--- config.mk ---
export PLATFORM = sky130hd
export DESIGN_NAME = load_store_unit
export DESIGN_NICKNAME = d
export VERILOG_FILES = /design/src/rtl/lsu_pkg.sv /design/src/rtl/lsu_extend.sv /design/src/rtl/load_store_unit.sv
export SDC_FILE = /design/constraint.sdc
export NUM_CORES = 1
export LEC_CHECK = 0
export ABC_AREA = 1
export ABC_CLOCK_PERIOD_IN_PS = 2400
export CAP_MARGIN = 20
export CORE_MARGIN = 10
export CORE_UTILIZATION = 45
export CTS_BUF_LIST = sky130_fd_sc_hd__clkbuf_2
export CTS_CLUSTER_SIZE = 12
export DETAILED_ROUTE_END_ITERATION = 6
export PLACE_DENSITY = 0.76
export SLEW_MARGIN = 40
export SYNTH_ARGS = -nofsm -noshare
export SYNTH_HDL_FRONTEND = slang
export SYNTH_HIERARCHICAL = 1
export SYNTH_SLANG_ARGS = --single-unit
--- constraint.sdc ---
create_clock -name clk -period 2.4 [get_ports clk]
set_clock_uncertainty 0.05 [all_clocks]
set_input_delay 0.48 -clock clk [delete_from_list [all_inputs] [get_ports clk]]
set_output_delay 0.48 -clock clk [all_outputs]
set_load 0.02 [all_outputs]
--- src/rtl/lsu_pkg.sv ---
// Shared definitions for the load/store unit.
//   SZ_*    : request size encodings carried on req_size
//   state_t : control FSM states
//   nbytes  : number of byte beats an access of a given size needs
package lsu_pkg;

    localparam logic [1:0] SZ_BYTE = 2'b00;
    localparam logic [1:0] SZ_HALF = 2'b01;
    localparam logic [1:0] SZ_WORD = 2'b10;
    localparam logic [1:0] SZ_ILL  = 2'b11;

    typedef enum logic [1:0] {
        IDLE = 2'd0,
        XFER = 2'd1,
        RESP = 2'd2
    } state_t;

    // The illegal encoding reports 4 so downstream arithmetic stays well defined;
    // such a request is flagged as an error before any beat is issued.
    function automatic logic [2:0] nbytes(input logic [1:0] size);
        case (size)
            SZ_BYTE: nbytes = 3'd1;
            SZ_HALF: nbytes = 3'd2;
            default: nbytes = 3'd4;
        endcase
    endfunction

endpackage

--- src/rtl/lsu_extend.sv ---
// Width and sign extension of the collected load lanes.
//   lanes       in  32  {lane3, lane2, lane1, lane0}, little-endian bytes
//   size        in  2   access size encoding
//   is_unsigned in  1   1 = zero-extend, 0 = sign-extend
//   data        out 32  extended result
module lsu_extend
    import lsu_pkg::*;
(
    input  logic [31:0] lanes,
    input  logic [1:0]  size,
    input  logic        is_unsigned,
    output logic [31:0] data
);

    always_comb begin
        data = lanes;
        case (size)
            SZ_BYTE: data = {{24{~is_unsigned & lanes[7]}},  lanes[7:0]};
            SZ_HALF: data = {{16{~is_unsigned & lanes[15]}}, lanes[15:0]};
            default: data = lanes;
        endcase
    end

endmodule

--- src/rtl/load_store_unit.sv ---
// Serialises one core load/store (byte/half/word) into byte accesses on a
// byte-wide data memory and returns extended load data with a one-cycle pulse.
//   clk, reset            clock and synchronous active-low reset
//   req_*                 core request, valid/ready handshake (ready only in IDLE)
//   resp_valid/rdata/error one-cycle completion with extended data or error flag
//   busy                  high whenever the FSM is not IDLE
//   mem_*                 byte-wide memory port, active only during XFER
module load_store_unit
    import lsu_pkg::*;
#(
    parameter int MEM_BYTES   = 32,
    parameter int CHECK_ALIGN = 1
) (
    input  logic        clk,
    input  logic        reset,
    input  logic        req_valid,
    output logic        req_ready,
    input  logic        req_write,
    input  logic [1:0]  req_size,
    input  logic        req_unsigned,
    input  logic [31:0] req_addr,
    input  logic [31:0] req_wdata,
    output logic        resp_valid,
    output logic [31:0] resp_rdata,
    output logic        resp_error,
    output logic        busy,
    output logic [31:0] mem_addr,
    output logic [7:0]  mem_wdata,
    output logic        mem_write,
    output logic        mem_read,
    input  logic [7:0]  mem_rdata
);

    state_t          state;
    logic [1:0]      count;
    logic [3:0][7:0] lanes;
    logic [3:0][7:0] wdata_q;
    logic [31:0]     addr_q;
    logic [1:0]      size_q;
    logic            write_q;
    logic            unsigned_q;
    logic            err_q;

    logic [2:0]  req_n;
    logic [32:0] req_end;
    logic        req_misaligned;
    logic        req_err;
    logic        last_beat;
    logic        is_xfer;
    logic [31:0] ext_data;

    // Range check in 33 bits so an address near 2^32 cannot wrap back into range.
    assign req_n          = nbytes(req_size);
    assign req_end        = {1'b0, req_addr} + {30'b0, req_n};
    assign req_misaligned = (CHECK_ALIGN != 0) &&
                            ((req_addr[1:0] & (req_n[1:0] - 2'd1)) != 2'b00);
    assign req_err        = (req_size == SZ_ILL) || req_misaligned ||
                            (req_end > 33'(MEM_BYTES));

    assign last_beat = ({1'b0, count} == (nbytes(size_q) - 3'd1));
    assign is_xfer   = (state == XFER);

    assign req_ready = (state == IDLE);
    assign busy      = (state != IDLE);

    assign mem_addr  = is_xfer ? (addr_q + {30'b0, count}) : '0;
    assign mem_read  = is_xfer & ~write_q;
    assign mem_write = is_xfer &  write_q;
    assign mem_wdata = (is_xfer & write_q) ? wdata_q[count] : '0;

    lsu_extend u_extend (
        .lanes       (lanes),
        .size        (size_q),
        .is_unsigned (unsigned_q),
        .data        (ext_data)
    );

    assign resp_valid = (state == RESP);
    assign resp_error = resp_valid & err_q;
    assign resp_rdata = (resp_valid & ~write_q & ~err_q) ? ext_data : '0;

    always_ff @(posedge clk) begin
        if (!reset) begin
            state      <= IDLE;
            count      <= '0;
            lanes      <= '0;
            wdata_q    <= '0;
            addr_q     <= '0;
            size_q     <= '0;
            write_q    <= 1'b0;
            unsigned_q <= 1'b0;
            err_q      <= 1'b0;
        end else begin
            case (state)
                IDLE: begin
                    if (req_valid) begin
                        write_q    <= req_write;
                        size_q     <= req_size;
                        unsigned_q <= req_unsigned;
                        addr_q     <= req_addr;
                        wdata_q    <= req_wdata;
                        lanes      <= '0;
                        count      <= '0;
                        err_q      <= req_err;
                        state      <= req_err ? RESP : XFER;
                    end
                end
                XFER: begin
                    if (!write_q) begin
                        lanes[count] <= mem_rdata;
                    end
                    if (last_beat) begin
                        state <= RESP;
                    end else begin
                        count <= count + 2'd1;
                    end
                end
                RESP: begin
                    state <= IDLE;
                end
                default: begin
                    state <= IDLE;
                end
            endcase
        end
    end

endmodule

==> results of run 1 <==
-- cells in the final DEF (no fill, tap or decap), drive strengths merged, types with 5 or more instances in the layout --
| cell type | netlist | layout |
|---|---|---|
| nand3 | 73 | 73 |
| nand4 | 13 | 13 |
| a21oi | 96 | 96 |
| clkdlybuf4s50 | 0 | 75 |
| ha | 10 | 10 |
| clkbuf | 29 | 13 |
| buf | 25 | 270 |
| inv | 129 | 131 |
| nor2 | 249 | 249 |
| o21ai | 111 | 111 |
| nand3b | 5 | 5 |
| nor3 | 19 | 19 |
| xor2 | 5 | 5 |
| dfxtp | 105 | 105 |
| nor4 | 5 | 5 |
| nand2 | 259 | 262 |
-- repair_timing --
item / CTS / global route
endpoints found under the setup margin: 81 / 91
gates cloned: 3 / 5
resized for setup: 478 / 204
buffers inserted: 24 / 17
hold buffers: 0 / 0
pin swaps: 30 / 43
-- stage by stage --
step | utilization | total power, mW | setup WS, ns
2_1_floorplan | - | 2.36 | -0.168
3_3_place_gp | 0.641 | 2.81 | -0.727
3_5_place_dp | 0.641 | 2.82 | -0.793
4_1_cts | 0.674 | 3.77 | -1.00
5_1_grt | 0.728 | 4.06 | -1.30
6_report | 0.728 | 3.91 | -1.13
-- how the worst min path moves through the flow --
stage	depth (start not counted)	to	start	slack, ns
floorplan	2	lanes[10]	lanes[10]	0.39
global placement	2	lanes[11]	lanes[11]	0.40
detailed placement	2	lanes[12]	lanes[12]	0.41
CTS	3	wdata_q[8]	reset	0.11
global route	3	wdata_q[14]	reset	0.11
finish	3	wdata_q[13]	reset	0.13
-- registers in the layout (all words and copies together) (netlist names) --
| register | count |
|---|---|
| state | 2 |
| wdata_q | 32 |
| size_q | 2 |
| unsigned_q | 1 |
| lanes | 32 |
| count | 2 |
| write_q | 1 |
| addr_q | 32 |
| err_q | 1 |
-- final cells by class --
cell class                      count  area, sq um  share of cell area
Multi-Input combinational cell    866         4810               0.436
Timing Repair Buffer              353         3210               0.291
Sequential cell                   105         2130               0.193
Inverter                          131          509              0.0462
Tap cell                          188          235              0.0213
Clock inverter                      7         90.1             0.00817
Clock buffer                        9         45.0             0.00408
Antenna cell                        1         2.50            0.000227
-- logic make-up after synthesis --
group	Yosys count	share of synthesized area
flip-flops	105	0.303
buffers and inverters	185	0.111
XOR/XNOR	8	0.0101
AO/OA/AOI/OAI	218	0.163
AND/OR/NAND/NOR	625	0.389
adder cells (fa/ha/maj)	12	0.0238
-- cell usage after synthesis (7+ instances only) --
library cell	n	area [sq um]
nor2_2	10	62.6
clkbuf_1	29	109
nand3_1	67	335
nor3_1	19	95.1
dfxtp_1	105	2100
inv_1	122	458
a21oi_1	95	475
nor2_4	7	78.8
buf_4	8	60.1
ha_1	10	125
o21ai_0	108	541
nand2_1	247	927
nand2_2	10	62.6
nand4_1	13	81.3
nor2_1	231	867
buf_1	8	30.0
inv_2	7	26.3
-- worst register-to-register path: stages, from the launching register on --
cell      delay, ns
dfxtp_4        0.44
buf_4          0.14
buf_12         0.13
clkinv_8       0.06
buf_16         0.13
buf_8          0.12
buf_4          0.14
ha_1           0.33
o21ai_2        0.41
nand2_1        0.12
a21oi_1        0.16
-- routing by layer --
layer | share of wire | global-route usage | vias to the layer above
li1 | - | - | 4314
met1 | 0.40 | 0.280 | 4076
met2 | 0.51 | 0.418 | 380
met3 | 0.060 | 0.0462 | 75
met4 | 0.037 | 0.104 | 0
met5 | 0 | 0 | -
-- power groups by stage --
stage	Combinational (mW)	Clock (mW)	Sequential, mW
after floorplan	0.419	0	1.94
after global placement	0.853	0	1.95
after detailed placement	0.866	0	1.96
after CTS	0.902	0.936	1.93
after global routing	1.10	1.01	1.95
final	1.02	0.947	1.94
==> run metrics, run 1 <==
status=finished with violations; failing checks=negative setup slack; CTS buffer count=9; filler instances=1,167; Gate Count Post-Synth=1,153; Routed Antenna Nets=0; Finish-stage setup viols=71; crit path to=mem_addr[25]; cells on worst reg2reg path=10; top_reg_cell synth=dfxtp_1; Root Driver=clkbuf_2; synth unique cells=37; die span in x=144 um; htree depth=3; Total GRT Usage=0.240; ys async rst share=0; vias per inst=5.33; TritonCTS clock tree=done; final worst path period need=3.53 ns; power density over the cells=354 mW/mm^2; Seq pwr share=0.497; worst setup path start=addr_q[1]; Worst Path Required=1.87 ns; register area share after synthesis=0.303; routed vias=8,845; final worst slack=-1.13 ns; share of layout cells above drive strength 1=0.330; Max stage delay on crit path=0.43 ns; final period utilization=1.47; Max Freq=0.283 GHz; latest clock arrival within the worst-skew pair=0.65 ns; Crit path max-delay family=simple AND/OR/NAND/NOR gates; crit path max-delay cell type=dfxtp_4; vias in the first global route=8,228; syn_area_per_cell=6.01 sq um; Worst Path Arrival=3.00 ns; Total Wirelength=27,500 um; CP Class=reg2out; Area after DPL=0.00971 sq mm; core area=0.0151 sq mm; Residual DRC=0; combinational share of power=0.261; Post-synth EDFFs=0; slew margin rel.=0.560; sw frac=0.340; clock network power share=0.242; Yosys reg bits=105; initial core utilization=0.457; Min Hold Slack=0.126 ns; die area=0.0208 sq mm; RSZ-0062 raised after global routing=yes; Rows=45; Internal Power=2.58 mW; Hold Path Class=in2reg; Crit path buffers/inverters=2; Switch Pwr=1.33 mW; Slew @ Worst Pin=0.659 ns; crit path max fanout=3; setup TNS=-28.98 ns; DRT iter0 DRCs=791; Max Slew Vio Count=0; Reg-to-Reg Start=count[0]; critical path depth=16; Post-Layout Cell Count=1,660; Max clock buf depth=2; RR Endpoint=lanes[7]; Inst Count DP=1,600; wire length per cell=16.6 um; DR pass1 iterations=7; CTS sink cnt=105; area grow syn2layout=59.2%; die span in y=144 um; final global-route overflow total=0; CP Cell Sequence=ha_4 > nand2_1 > nand2_1 > nand2_1 > nor2_2 > nand2_2 > nor2_4 > nand2_2 > nor2_4 > nand2_4 > nor2_4 > nand4_1 > buf_4 > nor3_4 > nor2_2 > buf_6; maximum vdd drop=217 uV; syn_nets=1,244; Hold Vio Cnt, Final=0; gpl congestion=0.923; initial antenna violation count=1; global-route wire length before repair=40,300 um; Setup crit end kind=primary output; Clock Pin Slew Worst Setup and Hold Paths=0.33 ns; Leak Pwr=4.82 nW; Top Ports=157; maximum number of pins on one net before global-route repair=40; Layout Nets=1,557; Synth Cell Area=0.00693 sq mm; Syn. warnings=6; DP Wirelength=19,000 um; final instance area=0.0110 sq mm; number of max-cap violations=0; Worst R2R Setup Slack=0.12 ns; # port buffers=156; kind of launch point of the worst setup path=register
Power figures use the tool's default switching activity.
==> run 2: changes to the inputs <==
Settings changed: CORE_UTILIZATION 45 to 48, PLACE_DENSITY 0.76 to 0.8, SLEW_MARGIN 40 to not set.
==> run metrics, run 2 (synthesis results as in run 1) <==
Finish-stage setup viols=71 (unchanged); hold_sp=req_addr[0] (was reset); Setup crit end kind=primary output (unchanged); Top Registers=addr_q: 32 flops, lanes: 32 flops, wdata_q: 32 flops (unchanged); final worst slack=-1.16 ns (was -1.13 ns); # port buffers=156 (unchanged); kind of launch point of the worst setup path=register (unchanged); setup TNS=-34.88 ns (was -28.98 ns); cells on worst reg2reg path=7 (was 10); Clock Pin Slew Worst Setup and Hold Paths=0.31 ns (was 0.33 ns); most frequent cells in the layout=232 x nand2_1, 201 x buf_4, 179 x nor2_1, 114 x inv_1, 97 x o21ai_0 (was 236 x nand2_1, 199 x buf_4, 168 x nor2_1, 111 x inv_1, 94 x dfxtp_1); final period utilization=1.48 (was 1.47); multi-input logic area=0.00483 sq mm (was 0.00481 sq mm); DR pass1 iterations=7 (unchanged); commonest non-fill, non-tap cell in the layout=nand2_1 (unchanged); Worst R2R Setup Slack=0.17 ns (was 0.12 ns); Total Power=3.80 mW (was 3.91 mW); Rows=43 (was 45); Max clock buf depth=2 (unchanged); Area after DPL=0.00982 sq mm (was 0.00971 sq mm); latest clock arrival within the worst-skew pair=0.64 ns (was 0.65 ns); Total Wirelength=27,800 um (was 27,500 um); Residual DRC=2 (was 0); share of layout cells above drive strength 1=0.318 (was 0.330); Hold Path Depth=3 (unchanged); final worst path period need=3.56 ns (was 3.53 ns); routed vias=8,919 (was 8,845); CTS buffer count=9 (unchanged); Routed Antenna Nets=0 (unchanged); final instance area=0.0110 sq mm (about the same); crit path max fanout=4 (was 3); Min Hold Slack=0.123 ns (was 0.126 ns); Inst Count DP=1,607 (was 1,600); worst setup path start=addr_q[0] (was addr_q[1]); fin util=0.789 (was 0.728); initial antenna violation count=2 (was 1); core area=0.0140 sq mm (was 0.0151 sq mm); maximum number of pins on one net before global-route repair=54 (was 40); die area=0.0196 sq mm (was 0.0208 sq mm); filler instances=967 (was 1,167); power density over the cells=344 mW/mm^2 (was 354 mW/mm^2); failing checks=design-rule violations, negative setup slack (was negative setup slack); RR Endpoint=lanes[19] (was lanes[7]); Worst Path Arrival=3.03 ns (was 3.00 ns); Max Freq=0.281 GHz (was 0.283 GHz); number of max-cap violations=0 (unchanged); Hold Path Class=in2reg (unchanged); Worst Path Required=1.87 ns (about the same); sequential cell area=0.00212 sq mm (was 0.00213 sq mm); Layout Nets=1,564 (was 1,557); slew margin rel.=0.511 (was 0.560); Post-Layout Cell Count=1,660 (unchanged); Slew @ Worst Pin=0.733 ns (was 0.659 ns); CP Class=reg2out (unchanged); CTS sink cnt=105 (unchanged); htree depth=3 (unchanged); maximum vdd drop=222 uV (was 217 uV); gpl congestion=0.960 (was 0.923); DRT iter0 DRCs=708 (was 791); Root Driver=clkbuf_2 (unchanged); Max Slew Vio Count=0 (unchanged); die span in x=140 um (was 144 um); DP Worst Slack=-0.763 ns (was -0.793 ns); wire length per cell=16.7 um (was 16.6 um); crit path to=mem_addr[26] (was mem_addr[25]); vias in the first global route=8,296 (was 8,228); die span in y=140 um (was 144 um); # hold bufs at CTS=0 (unchanged); Hold Vio Cnt, Final=0 (unchanged); Total GRT Usage=0.247 (was 0.240); Leak Pwr=4.78 nW (was 4.82 nW); Top Ports=157 (unchanged); area grow syn2layout=59.3% (was 59.2%); TritonCTS clock tree=done (unchanged); DP Wirelength=18,800 um (was 19,000 um); status=finished with violations (unchanged); RSZ-0062 raised after global routing=yes (unchanged); initial core utilization=0.495 (was 0.457); final global-route overflow total=0 (unchanged); vias per inst=5.37 (was 5.33); global-route wire length before repair=40,800 um (was 40,300 um); Reg-to-Reg Start=count[0] (unchanged)
-- run 2: cell type report --
cell class	count	share of cell area
multi-input cells	864	0.437
clock buffers	9	0.00408
diodes	2	0.000453
repair buffers	362	0.295
well taps	180	0.0204
inverters	131	0.0450
flip-flops and latches	105	0.192
clock inverters	7	0.00589
-- run 2: how the worst min path moves through the flow --
stage | end | slack (ns)
after floorplan | lanes[10] | 0.39
after global placement | lanes[13] | 0.40
after detailed placement | lanes[14] | 0.40
after CTS | wdata_q[1] | 0.14
after global routing | wdata_q[1] | 0.08
final | addr_q[0] | 0.12
-- run 2: power by group --
| group | total, mW | leakage (nW) | switching (mW) | internal (mW) |
|---|---|---|---|---|
| registers | 1.93 | 0.867 | 0.0818 | 1.85 |
| clock network | 0.823 | 0.0598 | 0.666 | 0.157 |
| logic | 1.04 | 3.85 | 0.566 | 0.471 |
| total | 3.80 | 4.78 | 1.31 | 2.48 |
-- run 2: worst max-delay path, stage by stage, from the launching register on --
cell and delay [ns]:
dfxtp_2 0.43, ha_4 0.15, fa_2 0.25, nand3_4 0.11, nor2_4 0.12, nand3_2 0.11, nor2_4 0.17, nand3_4 0.10
nor2_4 0.11, nand2_2 0.09, nor2_4 0.13, nand2_2 0.10, nor2_4 0.14, nand2_1 0.09, o21ai_2 0.14, nor2_2 0.06
buf_6 0.13
-- run 2: layer usage --
layer / GRT usage / routed length (um) / vias up
met5: 0 / 0 / -
met4: 0.105 / 1090 / 0
met1: 0.291 / 10800 / 4122
li1: - / - / 4315
met3: 0.0416 / 1830 / 83
met2: 0.433 / 14100 / 399
-- run 2: repair_timing --
item	4_1_cts	5_1_grt
cloned	2	2
buffers inserted	18	16
gates resized for setup	434	188
endpoints found under the setup margin	81	80
endpoints found under the hold margin	0	0
pin swaps	26	43
